==> src/rtl/cpu_pkg.sv <==
// -----------------------------------------------------------------------------
// cpu_pkg
// Constants and types shared by the instruction-fetch slice.
//   NOP_INST         : RV32I "addi x0,x0,0". The output stage holds this word
//                      while it is empty after reset.
//   PC_INC           : byte stride between sequential instruction words.
//   RESET_PC_DEFAULT : default first fetch address after reset.
//   fetch_entry_t    : {pc, inst} pair that moves through skid and output stage.
//   align_pc()       : forces a byte address onto a word boundary.
// -----------------------------------------------------------------------------
package cpu_pkg;

   localparam logic [31:0] NOP_INST         = 32'h0000_0013;
   localparam logic [31:0] PC_INC           = 32'd4;
   localparam logic [31:0] RESET_PC_DEFAULT = 32'h0000_0000;

   typedef struct packed {
      logic [31:0] pc;
      logic [31:0] inst;
   } fetch_entry_t;

   function automatic logic [31:0] align_pc(input logic [31:0] pc);
      return {pc[31:2], 2'b00};
   endfunction

endpackage

==> src/rtl/inst_fetch_if.sv <==
// -----------------------------------------------------------------------------
// inst_fetch_if
// Groups the fetch unit's ROM bus and decode-side signals.
//   IMEM_ADDR   : fetch -> ROM, byte address (registered in the fetch unit)
//   IMEM_INST   : ROM -> fetch, word for the address of the previous cycle
//   stall       : decode -> fetch, decode cannot accept this cycle
//   redirect    : decode -> fetch, taken branch/jump (one-cycle pulse)
//   redirect_pc : decode -> fetch, branch/jump target
//   if_valid    : fetch -> decode, if_pc/if_inst hold a live instruction
//   if_pc       : fetch -> decode, address of the presented instruction
//   if_inst     : fetch -> decode, presented instruction word
// Modport master is the fetch unit's view; modport slave is the view of the
// ROM and decode stage.
// -----------------------------------------------------------------------------
interface inst_fetch_if;

   logic [31:0] IMEM_ADDR;
   logic [31:0] IMEM_INST;
   logic        stall;
   logic        redirect;
   logic [31:0] redirect_pc;
   logic        if_valid;
   logic [31:0] if_pc;
   logic [31:0] if_inst;

   modport master (
      output IMEM_ADDR, if_valid, if_pc, if_inst,
      input  IMEM_INST, stall, redirect, redirect_pc
   );

   modport slave (
      input  IMEM_ADDR, if_valid, if_pc, if_inst,
      output IMEM_INST, stall, redirect, redirect_pc
   );

endinterface

==> src/rtl/fetch_skid.sv <==
// -----------------------------------------------------------------------------
// fetch_skid
// One-entry skid buffer. It catches a ROM word that arrives while the output
// stage is full and held by a stall.
//   clk_50    : clock
//   rst_n     : asynchronous active-low reset (empties the buffer)
//   flush     : synchronous clear on redirect (takes priority over push)
//   push      : capture push_data
//   push_data : {pc, inst} of the arriving word
//   pop       : the output stage takes the held entry
//   valid     : an entry is held
//   data      : held {pc, inst}
// -----------------------------------------------------------------------------
module fetch_skid
   import cpu_pkg::*;
(
   input  logic         clk_50,
   input  logic         rst_n,
   input  logic         flush,
   input  logic         push,
   input  fetch_entry_t push_data,
   input  logic         pop,
   output logic         valid,
   output fetch_entry_t data
);

   logic         valid_q, valid_d;
   fetch_entry_t data_q, data_d;

   // NOTE: every output of a combinational block gets a default first, so no
   // path leaves a value unassigned and no latch is inferred.
   always_comb begin
      valid_d = valid_q;
      data_d  = data_q;
      if (flush) begin
         valid_d = 1'b0;
      end else if (push) begin
         valid_d = 1'b1;
         data_d  = push_data;
      end else if (pop) begin
         valid_d = 1'b0;
      end
   end

   // NOTE: sequential state is updated with non-blocking assignments, so
   // every flop samples values from before the edge.
   always_ff @(posedge clk_50 or negedge rst_n) begin
      if (!rst_n) begin
         valid_q <= 1'b0;
      end else begin
         valid_q <= valid_d;
      end
   end

   // NOTE: the payload has no reset. It is never read while valid_q is 0, so
   // only the valid bit has to come out of reset in a known state.
   always_ff @(posedge clk_50) begin
      data_q <= data_d;
   end

   assign valid = valid_q;
   assign data  = data_q;

endmodule

==> src/rtl/inst_fetch.sv <==
// -----------------------------------------------------------------------------
// inst_fetch
// In-order instruction fetch for a 1-cycle-latency synchronous ROM.
// The PC register drives the ROM address directly. A request tag (req_v/req_pc)
// follows each issued address by one cycle. A registered output stage presents
// the instruction, and a one-entry skid catches the word that is already in
// flight when decode stalls. A redirect flushes everything and refetches from
// the word-aligned target.
//   clk_50 : clock, all state changes on the rising edge
//   rst_n  : asynchronous active-low reset
//   bus    : inst_fetch_if.master (ROM address/data, stall, redirect, if_* out)
// Parameter RESET_PC: first fetch address after reset (word aligned).
// -----------------------------------------------------------------------------
module inst_fetch
   import cpu_pkg::*;
#(
   parameter logic [31:0] RESET_PC = RESET_PC_DEFAULT
)
(
   input  logic         clk_50,
   input  logic         rst_n,
   inst_fetch_if.master bus
);

   logic [31:0]  pc_q, pc_d;
   logic         req_v_q, req_v_d;
   logic [31:0]  req_pc_q, req_pc_d;
   logic         if_valid_q, if_valid_d;
   fetch_entry_t if_entry_q, if_entry_d;

   logic         issue, consume, load_out;
   logic         skid_push, skid_pop, skid_valid;
   fetch_entry_t arr_entry, skid_data;

   always_comb begin
      issue     = ~bus.stall & ~bus.redirect;
      consume   = if_valid_q & ~bus.stall;
      load_out  = ~if_valid_q | consume;
      arr_entry = '{pc: req_pc_q, inst: bus.IMEM_INST};
      // The arriving word parks in the skid only when the output stage cannot
      // take it. A stall also blocks issue, so the next cycle brings no word
      // and the single entry is enough.
      skid_push = req_v_q & if_valid_q & ~consume;
      skid_pop  = load_out & skid_valid;

      pc_d       = pc_q;
      req_v_d    = issue;
      req_pc_d   = pc_q;
      if_valid_d = if_valid_q;
      if_entry_d = if_entry_q;

      if (bus.redirect) begin
         pc_d       = align_pc(bus.redirect_pc);
         if_valid_d = 1'b0;
      end else begin
         if (issue) begin
            pc_d = pc_q + PC_INC;
         end
         // The skid word is older than the arriving word, so it goes first
         // to keep address order.
         if (load_out) begin
            if (skid_valid) begin
               if_valid_d = 1'b1;
               if_entry_d = skid_data;
            end else if (req_v_q) begin
               if_valid_d = 1'b1;
               if_entry_d = arr_entry;
            end else begin
               if_valid_d = 1'b0;
            end
         end
      end
   end

   always_ff @(posedge clk_50 or negedge rst_n) begin
      if (!rst_n) begin
         pc_q       <= RESET_PC;
         req_v_q    <= 1'b0;
         req_pc_q   <= '0;
         if_valid_q <= 1'b0;
         if_entry_q <= '{pc: 32'h0, inst: NOP_INST};
      end else begin
         pc_q       <= pc_d;
         req_v_q    <= req_v_d;
         req_pc_q   <= req_pc_d;
         if_valid_q <= if_valid_d;
         if_entry_q <= if_entry_d;
      end
   end

   fetch_skid u_skid (
      .clk_50    (clk_50),
      .rst_n     (rst_n),
      .flush     (bus.redirect),
      .push      (skid_push),
      .push_data (arr_entry),
      .pop       (skid_pop),
      .valid     (skid_valid),
      .data      (skid_data)
   );

   // A full skid must never meet an arriving word; the word would be lost.
   a_skid_no_overflow: assert property (
      @(posedge clk_50) disable iff (!rst_n) !(skid_valid && req_v_q)
   );

   assign bus.IMEM_ADDR = pc_q;
   assign bus.if_valid  = if_valid_q;
   assign bus.if_pc     = if_entry_q.pc;
   assign bus.if_inst   = if_entry_q.inst;

endmodule
==> src/flat_wrapper.sv <==
// flat-port wrapper written by rule: the top's interface ports become plain ports
module inst_fetch_flat import cpu_pkg::*;
#(
   parameter logic [31:0] RESET_PC = RESET_PC_DEFAULT
)
  (clk_50, rst_n, bus_IMEM_ADDR, bus_if_valid, bus_if_pc, bus_if_inst, bus_IMEM_INST, bus_stall, bus_redirect, bus_redirect_pc);
  inst_fetch_if bus_i ();
  input  logic clk_50;
  input  logic rst_n;
  output wire logic [$bits(bus_i.IMEM_ADDR)-1:0] bus_IMEM_ADDR;
  output wire logic [$bits(bus_i.if_valid)-1:0] bus_if_valid;
  output wire logic [$bits(bus_i.if_pc)-1:0] bus_if_pc;
  output wire logic [$bits(bus_i.if_inst)-1:0] bus_if_inst;
  input wire logic [$bits(bus_i.IMEM_INST)-1:0] bus_IMEM_INST;
  input wire logic [$bits(bus_i.stall)-1:0] bus_stall;
  input wire logic [$bits(bus_i.redirect)-1:0] bus_redirect;
  input wire logic [$bits(bus_i.redirect_pc)-1:0] bus_redirect_pc;
  assign bus_IMEM_ADDR = bus_i.IMEM_ADDR;
  assign bus_if_valid = bus_i.if_valid;
  assign bus_if_pc = bus_i.if_pc;
  assign bus_if_inst = bus_i.if_inst;
  assign bus_i.IMEM_INST = bus_IMEM_INST;
  assign bus_i.stall = bus_stall;
  assign bus_i.redirect = bus_redirect;
  assign bus_i.redirect_pc = bus_redirect_pc;
  inst_fetch #(.RESET_PC(RESET_PC)) u_core (.clk_50(clk_50), .rst_n(rst_n), .bus(bus_i));
endmodule
==> config.mk <==
export PLATFORM = sky130hd
export DESIGN_NAME = inst_fetch_flat
export DESIGN_NICKNAME = d
export VERILOG_FILES = /design/src/rtl/cpu_pkg.sv /design/src/rtl/inst_fetch_if.sv /design/src/rtl/fetch_skid.sv /design/src/rtl/inst_fetch.sv /design/src/flat_wrapper.sv
export SDC_FILE = /design/constraint.sdc
export NUM_CORES = 1
export LEC_CHECK = 0
export BUFFER_PORTS_ARGS = -buffer_cell sky130_fd_sc_hd__buf_2
export CAP_MARGIN = 30
export CORE_MARGIN = 2
export CORE_UTILIZATION = 50
export DETAILED_ROUTE_END_ITERATION = 7
export PLACE_DENSITY = 0.87
export SYNTH_ARGS = -nofsm -noshare
export SYNTH_HDL_FRONTEND = slang
export SYNTH_SLANG_ARGS = --single-unit
==> constraint.sdc <==
create_clock -name clk_50 -period 6.6 [get_ports clk_50]
set_input_delay 0.99 -clock clk_50 [delete_from_list [all_inputs] [get_ports clk_50]]
set_output_delay 0.99 -clock clk_50 [all_outputs]
set_load 0.1 [all_outputs]
### Word-level counts from Yosys, hierarchy flattened

Cells that the tools add are included.

| storage, ports and cells | value |
|---|---|
| register bits after elaboration | 195 |
| input bits | 68 |
| output and inout bits | 97 |
| logic and storage cells | 37 |

| operators by class | value |
|---|---|
| add/sub/neg operators | 1 |
| multiplexer cells | 11 |
| bitwise operators | 10 |
| reductions and logical operators | 6 |

Operators by type and width:

| kind | number |
|---|---|
| 64-bit two-way mux | 2 |
| 32-bit two-way mux | 2 |
| 32-bit by 3-bit adder with 32-bit output (second input constant) | 1 |
| 1-bit two-way mux | 7 |
| 2-bit nonzero test | 3 |
| 1-bit bitwise AND | 5 |
| 1-bit inverter | 4 |
| 3-bit AND reduction | 1 |
| 3-bit nonzero test | 1 |
| 2-bit AND reduction | 1 |
| 1-bit OR | 1 |

### Logic depth before layout (Yosys ltp)

Gate-level depths: netlist of the first run.

| logic depth | value |
|---|---|
| depth after elaboration | 7 |
| gate-level depth with buffers | 6 |
| gate-level depth less buffers | 5 |

### By module

A second synthesis of the first run with hierarchy kept.

| second synthesis, totals | value |
|---|---|
| cell total of the unflattened synthesis | 580 |
| area total of the unflattened synthesis | 7,422.1 um2 |

By module, submodules not included:

| module | instances | cells each | area each (um2) | seq. area each (um2) |
|---|---|---|---|---|
| inst_fetch | 1 | 511 | 5,452.7 | 3,156.8 |
| fetch_skid | 1 | 69 | 1,969.4 | 1,946.9 |

### Worst setup path before layout of the first run

Ideal clock, no wire load.

| timing path | value |
|---|---|
| path type | input port to flip-flop |
| start point | in bus_redirect |
| end point | reg u_core.u_skid.data_q, in the netlist u_core.u_skid.data[0] (enable) |
| library setup time | 0.571 ns |
| arrival time | 6.127 ns |
| data required time | 6.029 ns |
| setup slack | -0.098 ns |
| stages on the path | 4 |
| buffers on the path | 3 |
| cell sequence | clkbuf_1 clkbuf_1 buf_1 nor3b_1 |

| on the way | value |
|---|---|
| longest elaborated chain between the ends | 2 |

RTL lines:

| element | line | RTL |
|---|---|---|
| from (decl) | flat_wrapper.sv:16 | `input wire logic [$bits(bus_i.redirect)-1:0] bus_redirect;` |
| 1-bit inverter (no line) | - |  |
| 2-bit AND reduction (no line) | - |  |
| to (signal assigned) | fetch_skid.sv:58 | `data_q <= data_d;` |
| to (decl) | fetch_skid.sv:28 | `fetch_entry_t data_q, data_d;` |

Every way passes these cells.
A chain may end at the register's enable or synchronous reset.

### Final worst setup path of the first run

| timing path | value |
|---|---|
| start point | in bus_stall |
| end point | reg u_core.pc_q[25] (netlist: u_core.bus.IMEM_ADDR[25]) |

| on the way | value |
|---|---|
| longest elaborated chain between the ends | 3 |

RTL lines:

| element | line | RTL |
|---|---|---|
| from (decl) | flat_wrapper.sv:15 | `input wire logic [$bits(bus_i.stall)-1:0] bus_stall;` |
| 1-bit inverter | inst_fetch.sv:36 | `issue = ~bus.stall & ~bus.redirect;` |
| 1-bit bitwise AND | inst_fetch.sv:36 |  |
| 2-bit nonzero test (no line) | - |  |
| to (signal assigned) | inst_fetch.sv:83 | `pc_q <= pc_d;` |
| to (decl) | inst_fetch.sv:25 | `logic [31:0] pc_q, pc_d;` |

Every way passes these cells.

==> impl_metrics.tcl, run 1 <==
set metrics [dict create \
    gp_congestion 0.854 \
    p_sw_mw 1.37 \
    num_vias 5117 \
    seqPwrFrac_pct 41.8 \
    die-area_mm2 0.0157 \
    drt-total-wl_um 15800 \
    pwr-share-clk_pct 28.1 \
    maxCapViolations 0 \
    grt_overflow 0 \
    ios 165 \
    port_buffers 158 \
    arrival_ns 2.80 \
    synth_seq_area_share_pct 67.8 \
    ctsHoldBuffers 0 \
    fin_cells 932 \
    start_util_pct 50.9 \
    synth_xor_xnor_area_share_pct 1.43 \
    p_per_area_mw_per_mm2 378 \
    clock_latency_ns 0.42 \
    max_stage_delay_ns 0.56 \
    wl_per_cell_um 16.9 \
    clk_pin_slew_worst_paths_ns 0.07 \
    synth-simple-area-share_pct 11.5 \
    synth_top_family_by_area "simple AND/OR/NAND/NOR gates" \
    grt_use_met2_pct 32.3 \
    postSynth.asyncResetShare_pct 66.8 \
    netlist_area_mm2 0.00737 \
    grt_usage_pct 20.9 \
    timing.final.ws_setup_ns 4.14 \
    maxSlewHeadroom_pct 43.7 \
    period_minus_slack_ns 2.46 \
    yosys-top-cells-count "122 x dfrtp_1, 79 x nor2_1, 63 x a21oi_1, 63 x mux2i_1, 62 x edfxtp_1" \
    first_pass_iters 7 \
    finalHoldViolCount 0 \
    combinationalPowerShare_pct 30.2 \
    synth_edf_count 62 \
    synth_top_area_share_pct 41.4 \
    status "complete, no violations" \
    timing.fmax_mhz 407 \
    yosysTopAreaCell "dfrtp_1" \
    grt_max_degree 89 \
    final.setup_skew_ns 0.00736 \
    synth_seq_cells 187 \
    peakVddDrop_uv 164 \
    cts-htree-levels 4 \
    power.internal_mw 1.99 \
    cts_setup_buffers 0 \
    swShare_pct 40.8 \
    seqCellArea_mm2 0.00500 \
    syn_area_per_cell_um2 12.6 \
    cts_tree "built" \
    synth.distinct_cells 42 \
    grt_pass1_wl_um 25800 \
    met1_usage_pct 29.3 \
    pre_cts_ws_ns 3.69 \
    cp_slowest_cell "or3_1" \
    worstSetupEndpointType "register" \
    drt_iter0_markers 396 \
    grt_pass1_vias 5057 \
    die_w_um 125 \
    power_mw 3.36 \
    dieHeight_um 125 \
    grt-busiest-layer "met2" \
    dp_cells 900 \
    ant_nets 0 \
    cts-root-buf "clkbuf_16" \
    min_path_type "register to register" \
    diodes 0 \
    cts_buffers 17 \
    tightest_slew_ns 0.845 \
    path_class "primary input to register" \
    synthCells 584 \
    rsz0062_at_grt "no" \
    synth_compound_area_share_pct 8.18 \
    synthTopCellsByArea "dfrtp_1 41%, edfxtp_1 25%, mux2i_1 8.6%" \
    muxShareOfSynthArea_pct 8.56 \
    multiInputGateArea_mm2 0.00224 \
    yosysWarnings 0 \
    finalSetupTns_ns 0 \
    drcViolationCount 0 \
    ys.flop_type "dfrtp_1" \
    n_fill_cell 1134 \
    final-max-slew-violation-count 0 \
    via_per_inst 5.49 \
    holdWs_ns 0.447 \
    rows 44 \
    use_met3_pct 4.92 \
    cts_resized 0 \
    area_growth_pct 20.6 \
    drive_gt1_share_pct 27.0 \
    antenna_found_initial 0 \
    cts_sinks 187 \
    crit_required_ns 6.95 \
    p_leak_nw 3.49 \
    hpwl_um 10700 \
    coreArea_mm2 0.0145 \
    crit_chain "buf_2 > nand4b_1 > or3_1 > or4_1 > a31oi_1" \
    nNetsFinal 804 \
    min_period_over_period_pct 37.2 \
    cts.path.max_buffers 2 \
    synth-adder-area-share_pct 0.170 \
    startpoint_type "primary input" \
    yosysMostFrequentCell "dfrtp_1" \
    setup_viol 0 \
    worstPathMaxFanout 11 \
]
-- logic make-up (layout without fill, tap and decap cells) --
family                     after synthesis  after routing
adders and majority gates                1              1
buffers and inverters                   39            200
xor gates and xnor gates                12             12
and+or+nand+nor                        173            173
DFF                                    187            187
AOI/OAI and AO/OA                      108            108
other                                    1              4
muxes                                   63             63
-- layout by cell type (no fill, tap or decap), drive strengths merged, types with 2 or more instances in the layout --
master	synthesis	layout
o21ai	15	15
and4b	2	2
nor2	79	79
o211ai	4	4
a21oi	63	63
mux2i	63	63
nand2	30	30
xnor2	9	9
dfstp	3	3
or3	8	8
conb	1	4
dfrtp	122	122
nand3	14	14
xor2	3	3
a31oi	12	12
edfxtp	62	62
and2	2	2
clkinv	0	7
and4	4	4
o311ai	2	2
nand4	6	6
nor4	3	3
clkbuf	21	20
inv	4	5
nor2b	2	2
or4	14	14
clkinvlp	0	3
o31ai	10	10
buf	14	164
or4b	2	2
-- state kept, by name (all words and copies together) (netlist names) --
name and flops:
u_core.req_pc_q 30, u_core.bus.if_valid 1, u_core.bus.if_inst 32, u_core.u_skid.valid 1, u_core.bus.if_pc 30, u_core.u_skid.data 62
u_core.req_v_q 1, u_core.bus.IMEM_ADDR 30
-- power groups by stage --
stage	clock network [mW]	registers [mW]	logic, mW
after floorplan	0	2.10	0.145
final	0.945	1.41	1.01
after CTS	0.962	1.41	1.02
after global placement	0	1.42	1.01
after global routing	1.01	1.42	1.06
after detailed placement	0	1.43	1.02
-- cell type report --
type / instances / area share (%)
Sequential cell: 187 / 56.2
Tap cell: 184 / 2.59
Timing Repair Buffer: 164 / 9.70
Clock inverter: 12 / 1.11
Inverter: 4 / 0.169
Multi-Input combinational cell: 361 / 25.2
Clock buffer: 20 / 5.02
-- metrics by stage --
stage          area, µm²  util [%]
5_1_grt             8890      61.4
6_report            8890      61.4
3_5_place_dp        8340      57.6
2_1_floorplan       7390         -
3_3_place_gp        8320      57.4
4_1_cts             8890      61.4
-- worst max-delay path, delay by kind of cell --
family                 cells  cell delay (ns)
buffers and inverters      1             0.19
AOI/OAI and AO/OA          1             0.16
and+or+nand+nor            3             1.47
-- worst paths after layout --
check,slack [ns],cells past startpoint,from,to
min reg2reg,0.45,0,u_core.bus.IMEM_ADDR[24],u_core.req_pc_q[24]
max,4.14,5,bus_stall,u_core.bus.IMEM_ADDR[25]
max reg2reg,4.24,4,u_core.bus.IMEM_ADDR[7],u_core.bus.IMEM_ADDR[22]
max in group asynchronous,4.72,2,rst_n,u_core.u_skid.valid
min in group asynchronous,0.54,1,rst_n,u_core.bus.if_inst[22]
min,0.45,0,u_core.bus.IMEM_ADDR[24],u_core.req_pc_q[24]
-- layer usage --
metal  wire [µm]  up-vias
met3         952       16
li1            -     2418
met4         169        0
met5           0        -
met1        7110     2478
met2        7530      205
Note: power is estimated with default switching activity, not from simulation.
==> run 2, diff against run 1 <==
==> constraint.sdc (replaced) <==
create_clock -name clk_50 -period 2.3 [get_ports clk_50]
set_input_delay 0.345 -clock clk_50 [delete_from_list [all_inputs] [get_ports clk_50]]
set_output_delay 0.345 -clock clk_50 [all_outputs]
set_load 0.1 [all_outputs]
==> impl_metrics.tcl, run 2 (synthesis gave the netlist of run 1 again) <==
set metrics [dict create \
    cts-root-buf "clkbuf_16" \
    p_per_area_mw_per_mm2 1100 \
    port_buffers 158 \
    final-max-slew-violation-count 0 \
    drt-total-wl_um 15700 \
    seqPwrFrac_pct 40.1 \
    setup_viol 0 \
    postLayoutCellArea_mm2 0.00910 \
    rrSetupSlack_ns 0.14 \
    hpwl_um 10700 \
    via_per_inst 5.50 \
    worstSetupEndpointType "register" \
    grt_pass1_wl_um 26100 \
    power_mw 10.1 \
    grt_max_degree 125 \
    crit_required_ns 2.65 \
    min_period_over_period_pct 94.0 \
    reg2reg_depth 4 \
    clk_pin_slew_worst_paths_ns 0.07 \
    path_class "register to register" \
    worstHoldEndpoint "u_core.u_skid.data[28]" \
    rows 44 \
    largest_reg_flops 62 \
    coreArea_mm2 0.0145 \
    p_sw_mw 3.97 \
    drive_gt1_share_pct 30.5 \
    cts-htree-levels 4 \
    ios 165 \
    swShare_pct 39.5 \
    cts_tree "built" \
    die-area_mm2 0.0157 \
    timing.final.ws_setup_ns 0.138 \
    diodes 0 \
    min_path_type "primary input to register" \
    num_vias 5165 \
    nNetsFinal 811 \
    start_util_pct 50.9 \
    dieHeight_um 125 \
    gp_congestion 0.879 \
    startpoint_type "register" \
    fin_cells 939 \
    dp_cells 906 \
    worstPathMaxFanout 15 \
    finalHoldViolCount 0 \
    rsz0062_at_grt "no" \
    final_common_cell "buf_2" \
    maxSlewHeadroom_pct 64.9 \
    utilization_pct 62.9 \
    period_minus_slack_ns 2.16 \
    status "complete, no violations" \
    r2r_end "u_core.bus.IMEM_ADDR[22]" \
    finalSetupTns_ns 0 \
    r2r_start "u_core.bus.IMEM_ADDR[7]" \
    final.setup_skew_ns 0.00865 \
    cts_sinks 187 \
    wl_per_cell_um 16.7 \
    antenna_found_initial 0 \
    die_w_um 125 \
    arrival_ns 2.51 \
    peakVddDrop_uv 557 \
    final_cell_mix "157 x buf_2, 102 x dfrtp_1, 79 x nor2_1" \
    maxCapViolations 0 \
    cts_resized 0 \
    tightest_slew_ns 0.531 \
    first_pass_iters 4 \
    grt_usage_pct 21.0 \
    drcViolationCount 0 \
    whs_path_depth 1 \
    timing.fmax_mhz 462 \
    ant_nets 0 \
    holdWs_ns 0.112 \
    p_leak_nw 3.54 \
    power.internal_mw 6.08 \
    cts.path.max_buffers 2 \
    clock_latency_ns 0.42 \
    area_growth_pct 23.5 \
    drt_iter0_markers 327 \
    combinationalPowerShare_pct 29.2 \
    pwr-share-clk_pct 30.7 \
    grt_overflow 0 \
    grt_pass1_vias 5004 \
    hold_start "bus_IMEM_INST[28]" \
    pre_cts_ws_ns 0.152 \
    placed_cell_area_mm2 0.00846 \
    cts_buffers 17 \
]
run 2: changes by cell type in the layout (fill, tap and decap cells not counted), moves of 3 or more:
cell / change
clkinv_2: -4
buf_12: +4
buf_4: +3
bufinv_16: +3
dfrtp_4: +6
dfrtp_1: -19
dfrtp_2: +13
run 2: layout make-up:
type,count,area [µm²]
Fill cell,1110,5380
Sequential cell,187,5040
Multi-Input combinational cell,361,2240
Timing Repair Buffer,171,947
Clock buffer,19,443
Tap cell,184,230
Clock inverter,13,188
Inverter,4,15.0
run 2: worst max-delay path by stage:
stage | start | endpoint | slack (ns) | cells after the start
global route | u_core.bus.IMEM_ADDR[11] | u_core.bus.IMEM_ADDR[22] | 0.04 | 4
floorplan | bus_redirect | u_core.u_skid.data[0] | -0.51 | 4
detailed placement | u_core.bus.IMEM_ADDR[5] | u_core.bus.IMEM_ADDR[22] | 0.15 | 4
global placement | u_core.bus.IMEM_ADDR[5] | u_core.bus.IMEM_ADDR[16] | 0.21 | 5
CTS | u_core.bus.IMEM_ADDR[7] | u_core.bus.IMEM_ADDR[22] | 0.14 | 4
finish | u_core.bus.IMEM_ADDR[7] | u_core.bus.IMEM_ADDR[22] | 0.14 | 4
run 2: metal layers:
layer / track usage, % / vias up / wire length, µm
li1: - / 2449 / -
met3: 5.82 / 25 / 984
met5: 0 / - / 0
met2: 32.5 / 193 / 7390
met4: 8.30 / 0 / 323
met1: 28.6 / 2498 / 6980
run 2: repair_timing:
item / in CTS / in global routing
hold endpoints to repair: 31 / 0
hold buffers: 1 / 0
setup buffers: 0 / 0
run 2: power by group through the flow:
stage               Sequential, mW  Combinational [mW]  Clock, mW
floorplan                     6.04               0.423          0
global placement              4.08                2.92          0
detailed placement            4.10                2.94          0
CTS                           4.04                2.95       3.15
global route                  4.08                3.05       3.31
finish                        4.03                2.94       3.08
run 2: worst max-delay path: stages, from the launching register on:
cell and delay, ns:
dfrtp_4 0.44, nand3_2 0.10, or4_1 0.77, or4_1 0.58
a31oi_1 0.19
==> run 3, diff against run 2 <==
--- a/config.mk
+++ b/config.mk
@@ -9,6 +9,7 @@
 export CAP_MARGIN = 30
 export CORE_MARGIN = 2
 export CORE_UTILIZATION = 50
+export CTS_BUF_LIST = sky130_fd_sc_hd__clkbuf_16
 export DETAILED_ROUTE_END_ITERATION = 7
 export PLACE_DENSITY = 0.87
 export SYNTH_ARGS = -nofsm -noshare
==> impl_metrics.tcl, run 3 (synthesis gave the netlist of run 1 again) <==
set metrics [dict create \
    status "complete, no violations" \
    pwr-share-clk_pct 30.5 \
    power.internal_mw 6.04 \
    wl_per_cell_um 16.7 \
    cts.path.max_buffers 2 \
    via_per_inst 5.52 \
    gp_congestion 0.879 \
    p_leak_nw 3.53 \
    final.setup_skew_ns 0.00775 \
    rsz0062_at_grt "no" \
    cts-root-buf "clkbuf_16" \
    timing.fmax_mhz 461 \
    seqPwrFrac_pct 40.3 \
    rrSetupSlack_ns 0.13 \
    final_cell_mix "157 x buf_2, 102 x dfrtp_1, 79 x nor2_1" \
    ant_nets 0 \
    worstSetupStartpoint "u_core.bus.IMEM_ADDR[7]" \
    cts_sinks 187 \
    rows 44 \
    swShare_pct 39.7 \
    antenna_found_initial 0 \
    num_vias 5180 \
    finalHoldViolCount 0 \
    p_per_area_mw_per_mm2 1100 \
    combinationalPowerShare_pct 29.3 \
    utilization_pct 62.8 \
    whs_path_depth 1 \
    p_sw_mw 3.98 \
    port_buffers 158 \
    finalSetupTns_ns 0 \
    drt_iter0_markers 332 \
    postLayoutCellArea_mm2 0.00909 \
    cts_resized 0 \
    reg2reg_depth 4 \
    crit_required_ns 2.65 \
    coreArea_mm2 0.0145 \
    grt_pass1_vias 4998 \
    cts_buffers 17 \
    worstSetupEndpointType "register" \
    cts-htree-levels 4 \
    largest_reg_flops 62 \
    min_period_over_period_pct 94.3 \
    worstHoldEndpoint "u_core.u_skid.data[28]" \
    die_w_um 125 \
    hpwl_um 10700 \
    clock_latency_ns 0.43 \
    first_pass_iters 5 \
    placed_cell_area_mm2 0.00846 \
    arrival_ns 2.51 \
    startpoint_type "register" \
    tightest_slew_ns 0.526 \
    peakVddDrop_uv 559 \
    r2r_end "u_core.bus.IMEM_ADDR[23]" \
    maxCapViolations 0 \
    drcViolationCount 0 \
    clk_pin_slew_worst_paths_ns 0.07 \
    diodes 0 \
    die-area_mm2 0.0157 \
    cts_tree "built" \
    hold_start "bus_IMEM_INST[28]" \
    drt-total-wl_um 15700 \
    r2r_start "u_core.bus.IMEM_ADDR[7]" \
    grt_max_degree 125 \
    grt_usage_pct 21.0 \
    start_util_pct 50.9 \
    ios 165 \
    final-max-slew-violation-count 0 \
    final_common_cell "buf_2" \
    setup_viol 0 \
    grt_overflow 0 \
    path_class "register to register" \
    dieHeight_um 125 \
    maxSlewHeadroom_pct 64.9 \
    drive_gt1_share_pct 30.3 \
    nNetsFinal 811 \
    min_path_type "primary input to register" \
    period_minus_slack_ns 2.17 \
    grt_pass1_wl_um 26200 \
    area_growth_pct 23.4 \
    worstPathMaxFanout 15 \
]
-- run 3: changes by cell type in the layout (fill, tap and decap cells not counted), sizes merged --
cell | before | now
inv | 7 | 8
clkinv | 2 | 3
clkbuf | 19 | 17
-- run 3: per-stage QoR --
step,cells,worst slack (ns),power [mW],hold slack [ns]
2_1_floorplan,587,-0.511,6.47,0.0494
3_3_place_gp,906,0.206,6.99,0.281
3_5_place_dp,906,0.152,7.05,0.284
4_1_cts,939,0.140,10.1,0.0902
5_1_grt,939,0.0434,10.4,0.0943
6_report,939,0.131,10.0,0.111
-- run 3: worst max path at each step --
stage | cells after the start | slack (ns) | end
finish | 4 | 0.13 | u_core.bus.IMEM_ADDR[23]
global route | 4 | 0.04 | u_core.bus.IMEM_ADDR[22]
CTS | 4 | 0.14 | u_core.bus.IMEM_ADDR[22]
detailed placement | 4 | 0.15 | u_core.bus.IMEM_ADDR[22]
floorplan | 4 | -0.51 | u_core.u_skid.data[0]
global placement | 5 | 0.21 | u_core.bus.IMEM_ADDR[16]
-- run 3: cell type report --
| type | instances | area, µm² |
|---|---|---|
| multi-input cells | 361 | 2240 |
| well taps | 184 | 230 |
| flip-flops and latches | 187 | 5040 |
| clock inverters | 15 | 195 |
| inverters | 4 | 15.0 |
| clock buffers | 17 | 425 |
| fillers | 1116 | 5390 |
| repair buffers | 171 | 947 |
-- run 3: what timing repair did --
item | CTS | global route
hold endpoints to repair | 31 | 0
hold buffers | 1 | 0
buffers inserted | 0 | 0
-- run 3: power groups by stage --
| stage | clock, mW | sequential [mW] | combinational (mW) |
|---|---|---|---|
| after floorplan | 0 | 6.04 | 0.423 |
| after global placement | 0 | 4.08 | 2.92 |
| after detailed placement | 0 | 4.10 | 2.94 |
| after CTS | 3.11 | 4.04 | 2.95 |
| after global routing | 3.27 | 4.08 | 3.05 |
| final | 3.05 | 4.04 | 2.94 |
-- run 3: worst max-delay path: stages, from the launching register on --
cell and delay [ns]:
dfrtp_4 0.45, nand3_2 0.10, or4_1 0.78, or4_1 0.59, a31oi_1 0.18
-- run 3: routing by layer --
layer	vias to the layer above	part of all wire, %	GRT usage (%)
met3	26	6.4	5.69
met5	-	0	0
li1	2451	-	-
met2	205	47	32.7
met4	0	2.1	7.91
met1	2498	45	28.8
